`config.mk`:
```
export PLATFORM = sky130hd
export DESIGN_NAME = sigma_delta_decimator
export DESIGN_NICKNAME = d
export VERILOG_FILES = /design/src/rtl/sigma_delta_decimator.sv
export SDC_FILE = /design/constraint.sdc
export NUM_CORES = 1
export LEC_CHECK = 0
export ABC_AREA = 1
export BUFFER_PORTS_ARGS = -buffer_cell sky130_fd_sc_hd__buf_4
export CELL_PAD_IN_SITES_DETAIL_PLACEMENT = 0
export CELL_PAD_IN_SITES_GLOBAL_PLACEMENT = 1
export CORE_MARGIN = 1.5
export CORE_UTILIZATION = 50
export CTS_BUF_LIST = sky130_fd_sc_hd__clkbuf_4 sky130_fd_sc_hd__clkbuf_8
export DETAILED_ROUTE_END_ITERATION = 7
export PLACE_DENSITY = 0.95
export SYNTH_ARGS = -nofsm -noshare
export SYNTH_HDL_FRONTEND = slang
export SYNTH_SLANG_ARGS = --single-unit
export TNS_END_PERCENT = 20
```
`constraint.sdc`:
```
create_clock -name clk -period 4.5 [get_ports clk]
set_clock_uncertainty 0.15 [all_clocks]
set_input_delay 0.225 -clock clk [delete_from_list [all_inputs] [get_ports clk]]
set_output_delay 0.225 -clock clk [all_outputs]
set_load 0.01 [all_outputs]
```
`src/rtl/sigma_delta_decimator.sv`:
```
// Second-order CIC (sinc^2) decimator for a 1-bit sigma-delta stream.
// Emits one gain-normalised, saturated signed sample per 2**DEC_LOG2 accepted bits.
module sigma_delta_decimator #(
   parameter int BW       = 16,
   parameter int DEC_LOG2 = 5,
   parameter int INV_POL  = 0
) (
   input  logic                 clk,
   input  logic                 rst_i,
   input  logic                 bit_i,
   input  logic                 bit_valid_i,
   output logic signed [BW-1:0] dout_o,
   output logic                 dout_valid_o,
   output logic                 sat_o
);

   localparam int W = 2 + 2 * DEC_LOG2;
   localparam int S = BW - 1 - 2 * DEC_LOG2;

   logic                pol;
   logic signed [W-1:0] x;
   logic signed [W-1:0] int1;
   logic signed [W-1:0] int2;
   logic signed [W-1:0] int2_d;
   logic signed [W-1:0] c1;
   logic signed [W-1:0] c1_d;
   logic signed [W-1:0] c2;
   logic [DEC_LOG2-1:0] cnt;
   logic                stb0;
   logic                stb1;
   logic signed [BW:0]  scaled;
   logic signed [BW-1:0] clamped;
   logic                clip_hi;

   assign pol = (INV_POL != 0);
   assign x   = (bit_i ^ pol) ? W'(1) : '1;

   // Integrator and comb arithmetic wraps modulo 2**W on purpose; the
   // final comb difference is exact as long as |c2| <= R**2 fits in W bits.
   always_ff @(posedge clk) begin
      if (rst_i) begin
         int1 <= '0;
         int2 <= '0;
         cnt  <= '0;
         stb0 <= 1'b0;
      end else if (bit_valid_i) begin
         int1 <= int1 + x;
         int2 <= int2 + int1;
         cnt  <= cnt + 1'b1;
         stb0 <= &cnt;
      end else begin
         stb0 <= 1'b0;
      end
   end

   always_ff @(posedge clk) begin
      if (rst_i) begin
         int2_d <= '0;
         c1     <= '0;
         stb1   <= 1'b0;
      end else begin
         stb1 <= stb0;
         if (stb0) begin
            c1     <= int2 - int2_d;
            int2_d <= int2;
         end
      end
   end

   assign c2 = c1 - c1_d;

   // W + S == BW + 1, so the shifted value never loses bits before clamping.
   assign scaled = (BW + 1)'(c2) <<< S;

   always_comb begin
      clamped = scaled[BW-1:0];
      clip_hi = 1'b0;
      if (scaled[BW] != scaled[BW-1]) begin
         if (!scaled[BW]) begin
            clamped = {1'b0, {(BW - 1){1'b1}}};
            clip_hi = 1'b1;
         end else begin
            clamped = {1'b1, {(BW - 1){1'b0}}};
         end
      end
   end

   always_ff @(posedge clk) begin
      if (rst_i) begin
         c1_d         <= '0;
         dout_o       <= '0;
         dout_valid_o <= 1'b0;
         sat_o        <= 1'b0;
      end else if (stb1) begin
         c1_d         <= c1;
         dout_o       <= clamped;
         dout_valid_o <= 1'b1;
         sat_o        <= clip_hi;
      end else begin
         dout_valid_o <= 1'b0;
         sat_o        <= 1'b0;
      end
   end

endmodule

```
==> After elaboration in Yosys (flattened, before gate mapping) <==
Index checks and enable logic that the tools add are counted.
{ "classes": {"add_sub_neg": 5, "n_eq_ne": 1, "mux": 5, "bitwise": 3, "reduce_logical": 3} }
{ "ops": {"columns": ["operator", "n"], "rows": [
  ["$mux W16", 2],
  ["$add A12 B12 Y12", 2],
  ["$sub A12 B12 Y12", 2],
  ["$mux W12", 1],
  ["$add A5 B1 Y5 const B", 1],
  ["$reduce_and A5 Y1", 1],
  ["$not A1 Y1", 3],
  ["$reduce_or A3 Y1", 1],
  ["$mux W1", 2],
  ["$reduce_or A2 Y1", 1],
  ["$ne A1 B1 Y1", 1]
]} }
{ "totals": {"register_bits": 85, "in_bits": 4, "out_inout_bits": 18, "elab_cells": 28} }

==> Depth between registers and ports, before layout <==
Gate-level depths: netlist of the first run.
{ "logic_depth": {"depth_word": 4, "mapped_depth": 18, "ltp_nobuf": 17} }

==> Least setup slack after synthesis of the first run <==
Ideal clock, no wire load.
{ "synth_timing": {"path_kind": "register to register", "start": "register c1_d[2]", "end": "register dout_o[14]", "arrival_time_ns": 2.311, "required_time_ns": 4.294, "path_slack_ns": 1.983, "stages_incl_launch_ff": 16, "n_path_buf": 2, "synth_period_minus_slack_ns": 2.517, "cell_sequence": "dfxtp_1 inv_1 ha_1 or2_1 and2_4 nand2_4 nand4_2 and2_2 ha_1 buf_6 inv_1 nand3_2 buf_6 nand3_2 nand2_1 inv_1"} }
{ "synth_between": {"elab_chain_len": 3, "word_cells_on_any_way": 4, "cone_classes": "add/sub (1); eq/ne (1); mux (2)"} }
{ "synth_rtl": {"columns": ["item", "line", "text"], "rows": [
  ["start, declared", "26", "logic signed [W-1:0] c1_d;"],
  ["start signal, assigned", "90", "c1_d <= '0;"],
  ["start signal, assigned", "95", "c1_d <= c1;"],
  ["$sub A12 B12 Y12 *", "70", "assign c2 = c1 - c1_d;"],
  ["$mux W16 / $ne A1 B1 Y1 (equally long branches)", "79, 78", null],
  ["$mux W16 *", "78", "if (scaled[BW] != scaled[BW-1]) begin"],
  ["end signal, assigned", "96", "dout_o <= clamped;"],
  ["end, declared", "12", "output logic signed [BW-1:0] dout_o,"]
]} }
Mark *: on every way between the ends. The rest lies on a longest branch, timed or not.
A chain may end at the register's enable or synchronous reset.

==> Worst setup path after layout of the first run <==
{ "layout_timing": {"start": "register c1_d[2]", "end": "register dout_o[13]"} }
The elaborated chain is that of the path after synthesis.

==> results.md, run 1 <==
- The number of cells after detailed placement is 928.
- The type of the setup path with the least slack is reg2reg.
- The dominant cell type by count on the critical path is sky130_fd_sc_hd__inv_1.
- In this run, distinct cell masters in the synthesized netlist total 37.
- Counting the buffers created by CTS gives 9.
- The core region area is 10400 µm².
- Synthesis produced 799 cells.
- The number of max-slew violations in the final report is 0.
- For this run, the number of Yosys warnings is 0.
- The global-route congestion overflow total is 0.
- In this run the number of H-tree levels came out at 3.
- Using the TritonRoute via totals, the vias-per-cell ratio works out to 5.12.
- In the final design database the tool counted 857 nets.
- The first detailed-routing pass ran for 5 iterations.
- Setup repair after global routing left no endpoint under its margin.
- The largest fanout of any net on the critical path is 11.
- The run finished with clean final reports.
- The clock edge transition at the registers on the reported setup and hold paths is 0.09 ns.
- The setup violation total in the final timing report is 0.
- Subtracting the final worst setup slack from the clock period gives 2.89 ns.
- The detailed-placement wirelength estimate is 8.84 mm.
- The part of the Yosys area used for sequential elements is 0.301.
- Dividing the synthesized area by the synthesized cell count gives 6.74 µm².
- The path class of the tightest hold or removal check is in2reg.
- Buffers inserted to repair hold after CTS numbered 0.
- The number of buffers added for setup after CTS is 0.
- The upper clock frequency limit is 347 MHz.
- The sort of element at the end of the critical path is a flip-flop.
- The maximum count of clock buffers along a single path is 2.
- The number of buffer and inverter stages on the critical path is 3.
- The global router's overall resource usage is 0.221.
- The average routed wire per standard cell is 12.5 µm.
- The number of buffer cells added on primary ports is 21.
- The area enclosed by the die boundary is 11400 µm².
- The transition time of the tightest slew-check pin is 0.676 ns.
- The antenna violation net count after detailed routing is 0.
- Max-cap violations in this run came to 0.
- The post-detailed-routing wire length is 11.8 mm.
- Routability-driven placement finished with a final weighted congestion of 0.939.
- The number of nets in the synthesized netlist is 853.
- Of the cells placed in the final design, the portion with a size suffix greater than 1 is 0.0818.
- In the finished design, the share of the clock period the worst path needs comes to 0.641.
- The number of gates resized after CTS is 0.
- The slowest stage of the critical path is the sky130_fd_sc_hd__ha_1 cell.
- The worst hold margin is 0.0926 ns.
- The relative max-transition margin is 0.549.
- For this design the ratio of total power to cell area is 292 nW/µm².
- The number of vias in the routed layout is 4832.
- STA classifies the critical path startpoint as a flip-flop.
- The most common library cell in the layout ignoring fill and taps is sky130_fd_sc_hd__nand2_1.
- In this run, synthesis produced a sequential element count of 81.
- The clock net in this run drives a total of 81 sinks.
- Entering global routing, the biggest net connects 46 pins.
- The TritonCTS clock tree is built.
- The wire length of the first global-routing pass is 20.2 mm.
- In this run the cell area of the synthesized design comes to 5390 µm².
- At the worst endpoint, the arrival time is 3.06 ns.
- The number of top-level design ports is 22.
- The overall die width is 107 µm.
- The worst-case IR drop observed on VDD is 0.000159 V.
- The repair_antennas step left the layout with diodes totalling 0.
- The maximum cell stage delay along the critical path is 0.39 ns.
- After routing, the total negative slack on setup checks comes to 0 ns.
- Clock tree synthesis selected as its root buffer the cell sky130_fd_sc_hd__clkbuf_8.
- The final-report hold violation count is 0.
- From synthesis to final layout, the design area changed by 6.99%.
- The effective utilization at floorplan is 0.520.
- The leakage power total is 3.06 nW.
- For this block, the initial DRC count from the detailed router was 216.
- The via count of the first global-routing pass is 4517.
- The finished layout holds 943 standard cells, fillers aside.
- At the worst endpoint, the required time is 4.68 ns.
- The kind of cell adding the most delay to the critical path is simple AND/OR/NAND/NOR gates.
- Traced cell by cell, the critical path runs through inv_1, ha_1, or2_1, and2_4, nand2_4, nand4_2, and2_2, ha_1, inv_1, nand3_2, nand3_1, nand2_1, inv_1.
- The number of DRC violations after detailed routing is 0.
- The clock latency on the worst-skew pair is 0.38 ns.
- The number of antenna violations at the first check in global routing is 0.
- The floorplan die height is 107 µm.
- In the layout the commonest cells are 142 x sky130_fd_sc_hd__nand2_1, 130 x sky130_fd_sc_hd__inv_1, 96 x sky130_fd_sc_hd__nor2_1.
- The floorplan has 37 rows.
-- power breakdown --
part	switching, mW	internal, mW
Sequential	0.0313	0.743
Combinational	0.233	0.141
Clock	0.279	0.256
-- area by class of cell --
class / count / area (µm²)
Multi-Input combinational cell: 553 / 3100
Clock inverter: 6 / 68.8
Clock buffer: 9 / 124
Inverter: 135 / 507
Tap cell: 136 / 170
Sequential cell: 81 / 1620
Timing Repair Buffer: 23 / 173
Fill cell: 1037 / 4600
-- worst min-delay path: cells and delay by family --
kind | cells | cell delay [ns]
buffers and inverters | 1 | 0.22
AND/OR/NAND/NOR | 2 | 0.14
-- logic make-up after synthesis --
| logic type | Yosys count | share of synthesized area |
|---|---|---|
| buffers and inverters | 165 | 0.124 |
| flip-flops | 81 | 0.301 |
| adder cells (fa/ha/maj) | 50 | 0.122 |
| AO/OA/AOI/OAI | 169 | 0.173 |
| AND/OR/NAND/NOR | 313 | 0.247 |
| XOR/XNOR | 21 | 0.0341 |
-- per-stage QoR --
stage	instance area, µm²	total power, mW	utilization	setup WS, ns
after floorplan	5390	1.08	-	1.98
after global placement	5570	1.15	0.537	1.68
after detailed placement	5570	1.16	0.537	1.65
after CTS	5770	1.70	0.556	1.62
after global routing	5770	1.79	0.556	1.41
final	5770	1.68	0.556	1.61
-- path summary, 6_finish.rpt --
check                                             from  slack, ns                      end  cells past startpoint
worst min-delay path                       bit_valid_i       0.09          stb0$_SDFF_PP0_                      3
worst min register to register  int2_d[6]$_SDFFE_PP0P_       0.31   int2_d[6]$_SDFFE_PP0P_                      2
worst max register to register    c1_d[2]$_SDFFE_PP0P_       1.61  dout_o[13]$_SDFFE_PP0P_                     13
worst max-delay path              c1_d[2]$_SDFFE_PP0P_       1.61  dout_o[13]$_SDFFE_PP0P_                     13
-- flip-flops by register name, summed over array words and instances (netlist names) --
| register | count |
|---|---|
| int1 | 12 |
| cnt | 5 |
| int2 | 12 |
| c1 | 12 |
| int2_d | 12 |
| stb1 | 1 |
| stb0 | 1 |
| dout_valid_o | 1 |
| sat_o | 1 |
| c1_d | 12 |
| dout_o | 12 |
-- cells in the mapped netlist --
| cell type | instances | share of area |
|---|---|---|
| sky130_fd_sc_hd__nand2_2 | 3 | 0.0035 |
| sky130_fd_sc_hd__a31oi_1 | 1 | 0.0012 |
| sky130_fd_sc_hd__and2_2 | 1 | 0.0014 |
| sky130_fd_sc_hd__nor3_1 | 6 | 0.0056 |
| sky130_fd_sc_hd__fa_1 | 4 | 0.015 |
| sky130_fd_sc_hd__dfxtp_1 | 81 | 0.30 |
| sky130_fd_sc_hd__inv_2 | 5 | 0.0035 |
| sky130_fd_sc_hd__buf_2 | 2 | 0.0019 |
| sky130_fd_sc_hd__nand2_1 | 142 | 0.099 |
| sky130_fd_sc_hd__a21oi_1 | 70 | 0.065 |
| sky130_fd_sc_hd__o211ai_1 | 5 | 0.0070 |
| sky130_fd_sc_hd__or2_2 | 2 | 0.0023 |
| sky130_fd_sc_hd__o21bai_1 | 4 | 0.0056 |
| sky130_fd_sc_hd__xor2_1 | 17 | 0.028 |
| sky130_fd_sc_hd__buf_4 | 5 | 0.0070 |
| sky130_fd_sc_hd__nand3_1 | 47 | 0.044 |
| sky130_fd_sc_hd__nand4_2 | 1 | 0.0023 |
| sky130_fd_sc_hd__or2_1 | 2 | 0.0023 |
| sky130_fd_sc_hd__a21boi_1 | 1 | 0.0014 |
| sky130_fd_sc_hd__nand3_2 | 3 | 0.0056 |
| sky130_fd_sc_hd__clkbuf_1 | 20 | 0.014 |
| sky130_fd_sc_hd__xnor2_1 | 4 | 0.0065 |
| sky130_fd_sc_hd__nand4_1 | 6 | 0.0070 |
| sky130_fd_sc_hd__buf_6 | 2 | 0.0042 |
| sky130_fd_sc_hd__inv_1 | 130 | 0.091 |
| sky130_fd_sc_hd__nor2_1 | 96 | 0.067 |
| sky130_fd_sc_hd__a21o_1 | 5 | 0.0070 |
| sky130_fd_sc_hd__o21a_1 | 2 | 0.0028 |
| sky130_fd_sc_hd__ha_1 | 46 | 0.11 |
| sky130_fd_sc_hd__nor3_2 | 1 | 0.0019 |
| sky130_fd_sc_hd__o21ai_0 | 72 | 0.067 |
| sky130_fd_sc_hd__a21oi_2 | 8 | 0.013 |
| sky130_fd_sc_hd__nand2_4 | 1 | 0.0021 |
| sky130_fd_sc_hd__a21oi_4 | 1 | 0.0030 |
| sky130_fd_sc_hd__nor2_4 | 1 | 0.0021 |
| sky130_fd_sc_hd__and2_4 | 1 | 0.0016 |
| sky130_fd_sc_hd__clkbuf_8 | 1 | 0.0026 |
-- routing by layer --
layer	share of wire	wire length, µm	global-route usage	vias to the layer above
met5	0	0	0	-
met3	0.028	331	0.0413	26
met2	0.49	5760	0.395	62
li1	-	-	-	2562
met1	0.46	5430	0.260	2182
met4	0.024	280	0.0857	0
Note: power is estimated with default switching activity, not from simulation.
==> run 2: changes to the inputs <==
--- a/config.mk
+++ b/config.mk
@@ -10,10 +10,10 @@
 export CELL_PAD_IN_SITES_DETAIL_PLACEMENT = 0
 export CELL_PAD_IN_SITES_GLOBAL_PLACEMENT = 1
 export CORE_MARGIN = 1.5
-export CORE_UTILIZATION = 50
+export CORE_UTILIZATION = 47
 export CTS_BUF_LIST = sky130_fd_sc_hd__clkbuf_4 sky130_fd_sc_hd__clkbuf_8
 export DETAILED_ROUTE_END_ITERATION = 7
-export PLACE_DENSITY = 0.95
+export PLACE_DENSITY = 0.9
 export SYNTH_ARGS = -nofsm -noshare
 export SYNTH_HDL_FRONTEND = slang
 export SYNTH_SLANG_ARGS = --single-unit
==> constraint.sdc (replaced) <==
create_clock -name clk -period 3 [get_ports clk]
set_clock_uncertainty 0.15 [all_clocks]
set_input_delay 0.15 -clock clk [delete_from_list [all_inputs] [get_ports clk]]
set_output_delay 0.15 -clock clk [all_outputs]
set_load 0.01 [all_outputs]
==> run 2 against run 1 <==
Via count shrank 0.97%. Sequential power grew 50%. Maximum frequency grew 6.1%. Final area grew 0.67%. Core utilization shrank 3.0 points. Sequential cell count is the same. Critical path depth is the same. Die area grew 6.2%. Routed wire length shrank 2.6%. Non-clock buffer count grew 2. Global-route usage shrank 1.2 points. Highest routed layer unchanged.
==> results.md, run 2 (same netlist as run 1, synthesis figures left out) <==
- The antenna violation net count after detailed routing is 0 (unchanged).
- The utilization after layout came to 0.526 (-0.0298).
- The upper clock frequency limit is 368 MHz (+6.1%).
- The TritonCTS sink count is 81 (unchanged).
- The final-report hold violation count came to 0 (unchanged).
- The largest net degree at the start of global routing came to 37 (-20%).
- The worst hold margin is 0.0622 ns (-0.0303 ns).
- The setup violation total in the final timing report is 0 (unchanged).
- The number of DRC markers in iteration 0 is 205 (-5.1%).
- The maximum cell stage delay along the critical path is 0.39 ns (about the same).
- The final cell count without fillers is 949 (+0.64%).
- Setup repair after global routing left no endpoint under its margin.
- The cell type of the slowest stage on the worst timing path is sky130_fd_sc_hd__ha_2.
- The final non-filler cell area was 5800 µm² (+0.67%).
- The sort of element at the end of the critical path is a flip-flop.
- The post-detailed-routing wire length was 11.5 mm (-2.6%).
- The maximum count of clock buffers along a single path came to 2 (unchanged).
- The final clock period utilization by the worst path was 0.907 (+0.266).
- The average routed wire per standard cell is 12.1 µm (-3.2%).
- The post-placement setup slack came to 0.151 ns (-1.50 ns).
- The clock edge transition at the registers on the reported setup and hold paths came to 0.08 ns (about the same).
- The wire length of the first global-routing pass is 20.0 mm (-0.86%).
- The via count of the first global-routing pass was 4602 (+1.9%).
- The core region area is 11000 µm² (+6.4%).
- The largest fanout of any net on the critical path is 11 (unchanged).
- The post-route minimum period is 2.72 ns (-0.165 ns).
- The number of buffer and inverter stages on the critical path came to 3 (unchanged).
- The CTS root buffer is sky130_fd_sc_hd__clkbuf_8.
- The diode insertion count for antenna repair was 0 (unchanged).
- The dominant cell type by count on the critical path is sky130_fd_sc_hd__inv_1.
- The relative max-transition margin is 0.495 (-0.0538).
- The site row count is 38 (+2.7%).
- The count of maximum capacitance violations was 0 (unchanged).
- Leaving out fill and tap cells, the most frequent cell in the layout is sky130_fd_sc_hd__nand2_1.
- The net count of the finished layout is 859 (+0.23%).
- The top cell types in the final layout, fill and taps aside, are 142 x sky130_fd_sc_hd__nand2_1, 130 x sky130_fd_sc_hd__inv_1, 96 x sky130_fd_sc_hd__nor2_1.
- The area of placed instances is 5590 µm² (+0.36%).
- The startpoint identified for the worst register-to-register timing path is c1_d[2]$_SDFFE_PP0P_.
- The overall die width came to 110 µm (+3.1%).
- The post-route setup TNS is 0 ns (unchanged).
- The power per cell area came to 434 nW/µm² (+49%).
- The data arrival time of the critical path is 2.84 ns (-0.22 ns).
- TritonCTS built the clock tree.
- The layout cell share with drive strength beyond 1 is 0.0853 (+0.00351).
- The number of DRC violations after detailed routing was 0 (unchanged).
- The area enclosed by the die boundary came to 12100 µm² (+6.2%).
- In this design, the largest share of critical-path delay is due to simple AND/OR/NAND/NOR gates.
- The signal on the critical path passes through inv_1, ha_1, or2_1, and2_4, nand2_4, nand4_2, and2_2, ha_2, inv_1, nand3_4, nand3_1, nand2_1, inv_1.
- The number of max-slew violations in the final report is 0 (unchanged).
- The number of buffer cells added on primary ports is 21 (unchanged).
- The global router's overall resource usage was 0.209 (-0.0124).
- The leakage power total is 3.07 nW (+0.42%).
- The effective utilization at floorplan is 0.489 (-0.0311).
- The required time at the endpoint of the critical path is 3.12 ns (-1.56 ns).
- The detailed-placement wirelength estimate is 8.71 mm (-1.5%).
- The total CTS buffers is 9 (unchanged).
- The maximum level of the CTS H-tree came to 3 (unchanged).
- The worst-case setup margin in the final layout is 0.279 ns (-1.33 ns).
- The number of cells after detailed placement is 934 (+0.65%).
- The transition time of the tightest slew-check pin is 0.756 ns (+0.0806 ns).
- The number of vias in the routed layout is 4785 (-0.97%).
- The number of top-level design ports is 22 (unchanged).
- In this run the worst hold path is classified as in2reg.
- The type of the setup path with the least slack is reg2reg.
- The count of fill cells added during filler insertion is 1110 (+7.0%).
- STA classifies the critical path startpoint as a flip-flop.
- The global-route congestion overflow total is 0 (unchanged).
- The via count normalized by instance count was 5.04 (-1.6%).
- The number of antenna violations at the first check in global routing was 0 (unchanged).
- The sum of internal, switching and leakage power is 2.52 mW (+50%).
- The run finished with clean final reports.
- The floorplan die height is 110 µm (+3.1%).
- Compared with the post-synthesis result, the final layout area differs by 7.71%.
- The number of detailed-routing iterations run before antenna repair is 5 (unchanged).
- The timing startpoint of the critical path is c1_d[2]$_SDFFE_PP0P_.
- The startpoint identified for the worst hold timing path is bit_valid_i.
- The clock latency on the worst-skew pair is 0.36 ns (-0.02 ns).
- The maximum VDD drop came to 0.000223 V (+40%).
- The final estimated routing congestion in global placement came to 0.985 (+4.9%).
run 2: where the power goes:
group | leakage [nW] | switching, mW | total [mW] | internal [mW]
logic | 2.32 | 0.343 | 0.553 | 0.211
clock network | 0.0989 | 0.395 | 0.803 | 0.408
registers | 0.659 | 0.0480 | 1.16 | 1.11
total | 3.07 | 0.786 | 2.52 | 1.73
run 2: worst min-delay path, cell delays in order:
cell and delay [ns]:
sky130_fd_sc_hd__buf_4 0.22, sky130_fd_sc_hd__nand2_1 0.10, sky130_fd_sc_hd__nor2_1 0.04
run 2: what timing repair did:
item / 4_1_cts / 5_1_grt
hold buffers: 0 / 0
setup buffers: 0 / 0
endpoints found under the setup margin: 0 / 3
resized for setup: 0 / 2
run 2: final timing paths:
kind | endpoint | slack [ns] | depth (start not counted)
setup / recovery | dout_o[13]$_SDFFE_PP0P_ | 0.28 | 13
hold / removal | stb0$_SDFF_PP0_ | 0.06 | 3
setup reg to reg | dout_o[13]$_SDFFE_PP0P_ | 0.28 | 13
hold reg to reg | c1_d[6]$_SDFFE_PP0P_ | 0.31 | 2
run 2: per-layer routing:
metal | GRT usage | routed length [µm] | vias up
met1 | 0.246 | 5360 | 2156
met3 | 0.0335 | 305 | 10
met5 | 0 | 0 | -
met2 | 0.386 | 5690 | 54
li1 | - | - | 2565
met4 | 0.0622 | 144 | 0
run 2: area by class of cell:
| class | instances | area, µm² | share of cell area |
|---|---|---|---|
| Multi-Input combinational cell | 553 | 3110 | 0.536 |
| Sequential cell | 81 | 1620 | 0.279 |
| Inverter | 135 | 507 | 0.0873 |
| Timing Repair Buffer | 25 | 188 | 0.0323 |
| Tap cell | 140 | 175 | 0.0302 |
| Clock buffer | 10 | 138 | 0.0237 |
| Clock inverter | 5 | 63.8 | 0.0110 |
==> run 3: changes to the inputs <==
==> constraint.sdc (replaced) <==
create_clock -name clk -period 3.05 [get_ports clk]
set_clock_uncertainty 0.15 [all_clocks]
set_input_delay 0.1525 -clock clk [delete_from_list [all_inputs] [get_ports clk]]
set_output_delay 0.1525 -clock clk [all_outputs]
set_load 0.01 [all_outputs]
==> run 3 against run 2 <==
Global-route usage increased by 0.58 points. Hold slack worse by 0.0045 ns. Routed wire length is 1.8% higher. Maximum frequency shrank 1.0%. Final area decreased by 0.34%. Worst setup slack better by 0.023 ns. Critical path depth rose by 1. Combinational power fell by 1%. Critical endpoint is now dout_o[7]$_SDFFE_PP0P_. Highest routed layer unchanged.
==> results.md, run 3 (same netlist as run 1, synthesis figures left out) <==
- The area of placed instances came to 5590 µm² (unchanged).
- The clock edge transition at the registers on the reported setup and hold paths is 0.10 ns (+0.02 ns).
- STA classifies the critical path startpoint as a flip-flop.
- The final non-filler cell area is 5780 µm² (-0.34%).
- The via count normalized by instance count is 5.02 (-0.36%).
- The number of buffer cells added on primary ports was 21 (unchanged).
- The tree is rooted in a sky130_fd_sc_hd__clkbuf_8.
- The power per cell area is 419 nW/µm² (-3.5%).
- The required time at the endpoint of the critical path is 3.22 ns (+0.10 ns).
- The top cell types in the final layout, fill and taps aside, are 142 x sky130_fd_sc_hd__nand2_1, 130 x sky130_fd_sc_hd__inv_1, 96 x sky130_fd_sc_hd__nor2_1.
- The final estimated routing congestion in global placement is 0.987 (+0.18%).
- The number of DRC markers in iteration 0 is 200 (-2.4%).
- The number of DRC violations after detailed routing is 0 (unchanged).
- The antenna violation net count after detailed routing came to 0 (unchanged).
- The part of the total power dissipated in the clock network is 0.303 (-0.016).
- The combinational share of power is 0.225 (+0.005).
- The via count of the first global-routing pass is 4506 (-2.1%).
- The number of antenna violations at the first check in global routing came to 0 (unchanged).
- The global-route congestion overflow total was 0 (unchanged).
- The number of vias in the routed layout came to 4773 (-0.25%).
- Leaving out fill and tap cells, the most frequent cell in the layout is sky130_fd_sc_hd__nand2_1.
- The sum of internal, switching and leakage power is 2.42 mW (-3.8%).
- The flow ran to the end, and the final reports show no timing, DRC or antenna violations.
- The final cell count without fillers is 950 (+0.11%).
- The detailed-placement wirelength estimate is 8.76 mm (+0.61%).
- The sequential cell fraction of total power came to 0.472 (+0.011).
- The post-route setup TNS was 0 ns (unchanged).
- The area enclosed by the die boundary is 12100 µm² (unchanged).
- The largest fanout of any net on the critical path is 8 (-3).
- The count of maximum capacitance violations is 0 (unchanged).
- The maximum VDD drop is 0.000362 V (+63%).
- The maximum level of the CTS H-tree is 3 (unchanged).
- The effective utilization at floorplan was 0.489 (unchanged).
- The final-report hold violation count is 0 (unchanged).
- The core region area is 11000 µm² (unchanged).
- The worst setup path is captured at a flip-flop.
- The register-to-register setup slack is 0.30 ns (+0.02 ns).
- The maximum count of clock buffers along a single path is 2 (unchanged).
- The worst hold path class is in2reg.
- The internal power summed over all cells was 1.62 mW (-6.6%).
- The post-route minimum period is 2.75 ns (+0.0274 ns).
- The net count of the finished layout was 859 (unchanged).
- The upper clock frequency limit is 364 MHz (-1.0%).
- The post-detailed-routing wire length came to 11.7 mm (+1.8%).
- The transition time of the tightest slew-check pin is 0.710 ns (-0.0466 ns).
- The relative max-transition margin is 0.526 (+0.0311).
- The number of detailed-routing iterations run before antenna repair is 4 (-1).
- The leakage power total is 3.06 nW (-0.38%).
- The average routed wire per standard cell is 12.3 µm (+1.7%).
- The switching power share of the total was 0.332 (+0.0203).
- The final clock period utilization by the worst path is 0.901 (-0.00587).
- The number of max-slew violations in the final report is 0 (unchanged).
- The TritonCTS sink count is 81 (unchanged).
- The wire length of the first global-routing pass was 20.2 mm (+0.90%).
- The diode insertion count for antenna repair came to 0 (unchanged).
- The overall die width is 110 µm (unchanged).
- Setup repair after global routing left no endpoint under its margin.
- The floorplan die height was 110 µm (unchanged).
- The number of top-level design ports is 22 (unchanged).
- The setup violation total in the final timing report is 0 (unchanged).
- The largest net degree at the start of global routing is 49 (+32%).
- The global router's overall resource usage is 0.214 (+0.00576).
- The type of the setup path with the least slack is reg2reg.
- The total CTS buffers came to 9 (unchanged).
- The clock latency on the worst-skew pair came to 0.37 ns (about the same).
- The layout cell share with drive strength beyond 1 came to 0.0864 (+0.00113).
- Compared with the post-synthesis result, the final layout area differs by 7.34%.
- The net switching component of the power is 0.805 mW (+2.5%).
- TritonCTS built the clock tree.
- The data arrival time of the critical path is 2.92 ns (+0.08 ns).
- The number of cells after detailed placement was 934 (unchanged).
- The site row count came to 38 (unchanged).
[run 3: changes by cell type in the layout (fill, tap and decap cells not counted), sizes merged]
cell	before	now
inv	136	138
bufinv	1	0
clkinv	2	1
clkinvlp	1	2
[run 3: worst paths after layout]
check                                            start                     end  depth (start not counted)
worst max-delay path              c1_d[2]$_SDFFE_PP0P_  dout_o[7]$_SDFFE_PP0P_                         14
worst min-delay path                             rst_i         stb1$_SDFF_PP0_                          2
worst max register to register    c1_d[2]$_SDFFE_PP0P_  dout_o[7]$_SDFFE_PP0P_                         14
worst min register to register  int2_d[4]$_SDFFE_PP0P_  int2_d[4]$_SDFFE_PP0P_                          2
[run 3: per-stage QoR]
step / setup WS [ns] / hold slack, ns / util
4_1_cts: 0.171 / 0.0426 / 0.523
3_3_place_gp: 0.225 / 0.298 / 0.507
3_5_place_dp: 0.206 / 0.304 / 0.507
5_1_grt: 0.0812 / 0.0614 / 0.524
2_1_floorplan: 0.533 / 0.287 / -
6_report: 0.302 / 0.0577 / 0.524
[run 3: cell type report]
type	instances	area [µm²]
sequential	81	1620
clock buffer	10	131
timing repair buffer	25	188
fill	1133	5250
clock inverter	6	50.0
inverter	135	507
tap	140	175
multi-input combinational	553	3110
[run 3: critical path: stages (launching register included)]
cell and delay [ns]:
sky130_fd_sc_hd__dfxtp_1 0.33, sky130_fd_sc_hd__inv_1 0.04, sky130_fd_sc_hd__ha_1 0.34, sky130_fd_sc_hd__or2_1 0.25
sky130_fd_sc_hd__and2_4 0.18, sky130_fd_sc_hd__nand2_4 0.06, sky130_fd_sc_hd__nand4_2 0.12, sky130_fd_sc_hd__and2_2 0.24
sky130_fd_sc_hd__ha_2 0.40, sky130_fd_sc_hd__inv_1 0.12, sky130_fd_sc_hd__a21oi_1 0.12, sky130_fd_sc_hd__o21ai_0 0.11
sky130_fd_sc_hd__nand2_1 0.08, sky130_fd_sc_hd__inv_1 0.05, sky130_fd_sc_hd__a21oi_2 0.11
[run 3: power groups by stage]
stage	registers (mW)	logic (mW)	clock network, mW
3_5_place_dp	1.17	0.546	0
2_1_floorplan	1.15	0.447	0
4_1_cts	1.14	0.549	0.763
6_report	1.14	0.546	0.734
5_1_grt	1.15	0.640	0.804
3_3_place_gp	1.17	0.533	0
[run 3: routing by layer]
metal | global-route usage | routed length (µm)
met5 | 0 | 0
met4 | 0.0733 | 242
met3 | 0.0488 | 294
met2 | 0.386 | 5770
met1 | 0.248 | 5400
[run 3: what timing repair did]
action                                  in CTS  in global routing
buffers inserted                             0                  0
hold endpoints to repair                     0                  0
endpoints found under the setup margin       0                  6
gates resized for setup                      0                  2
hold buffers                                 0                  0
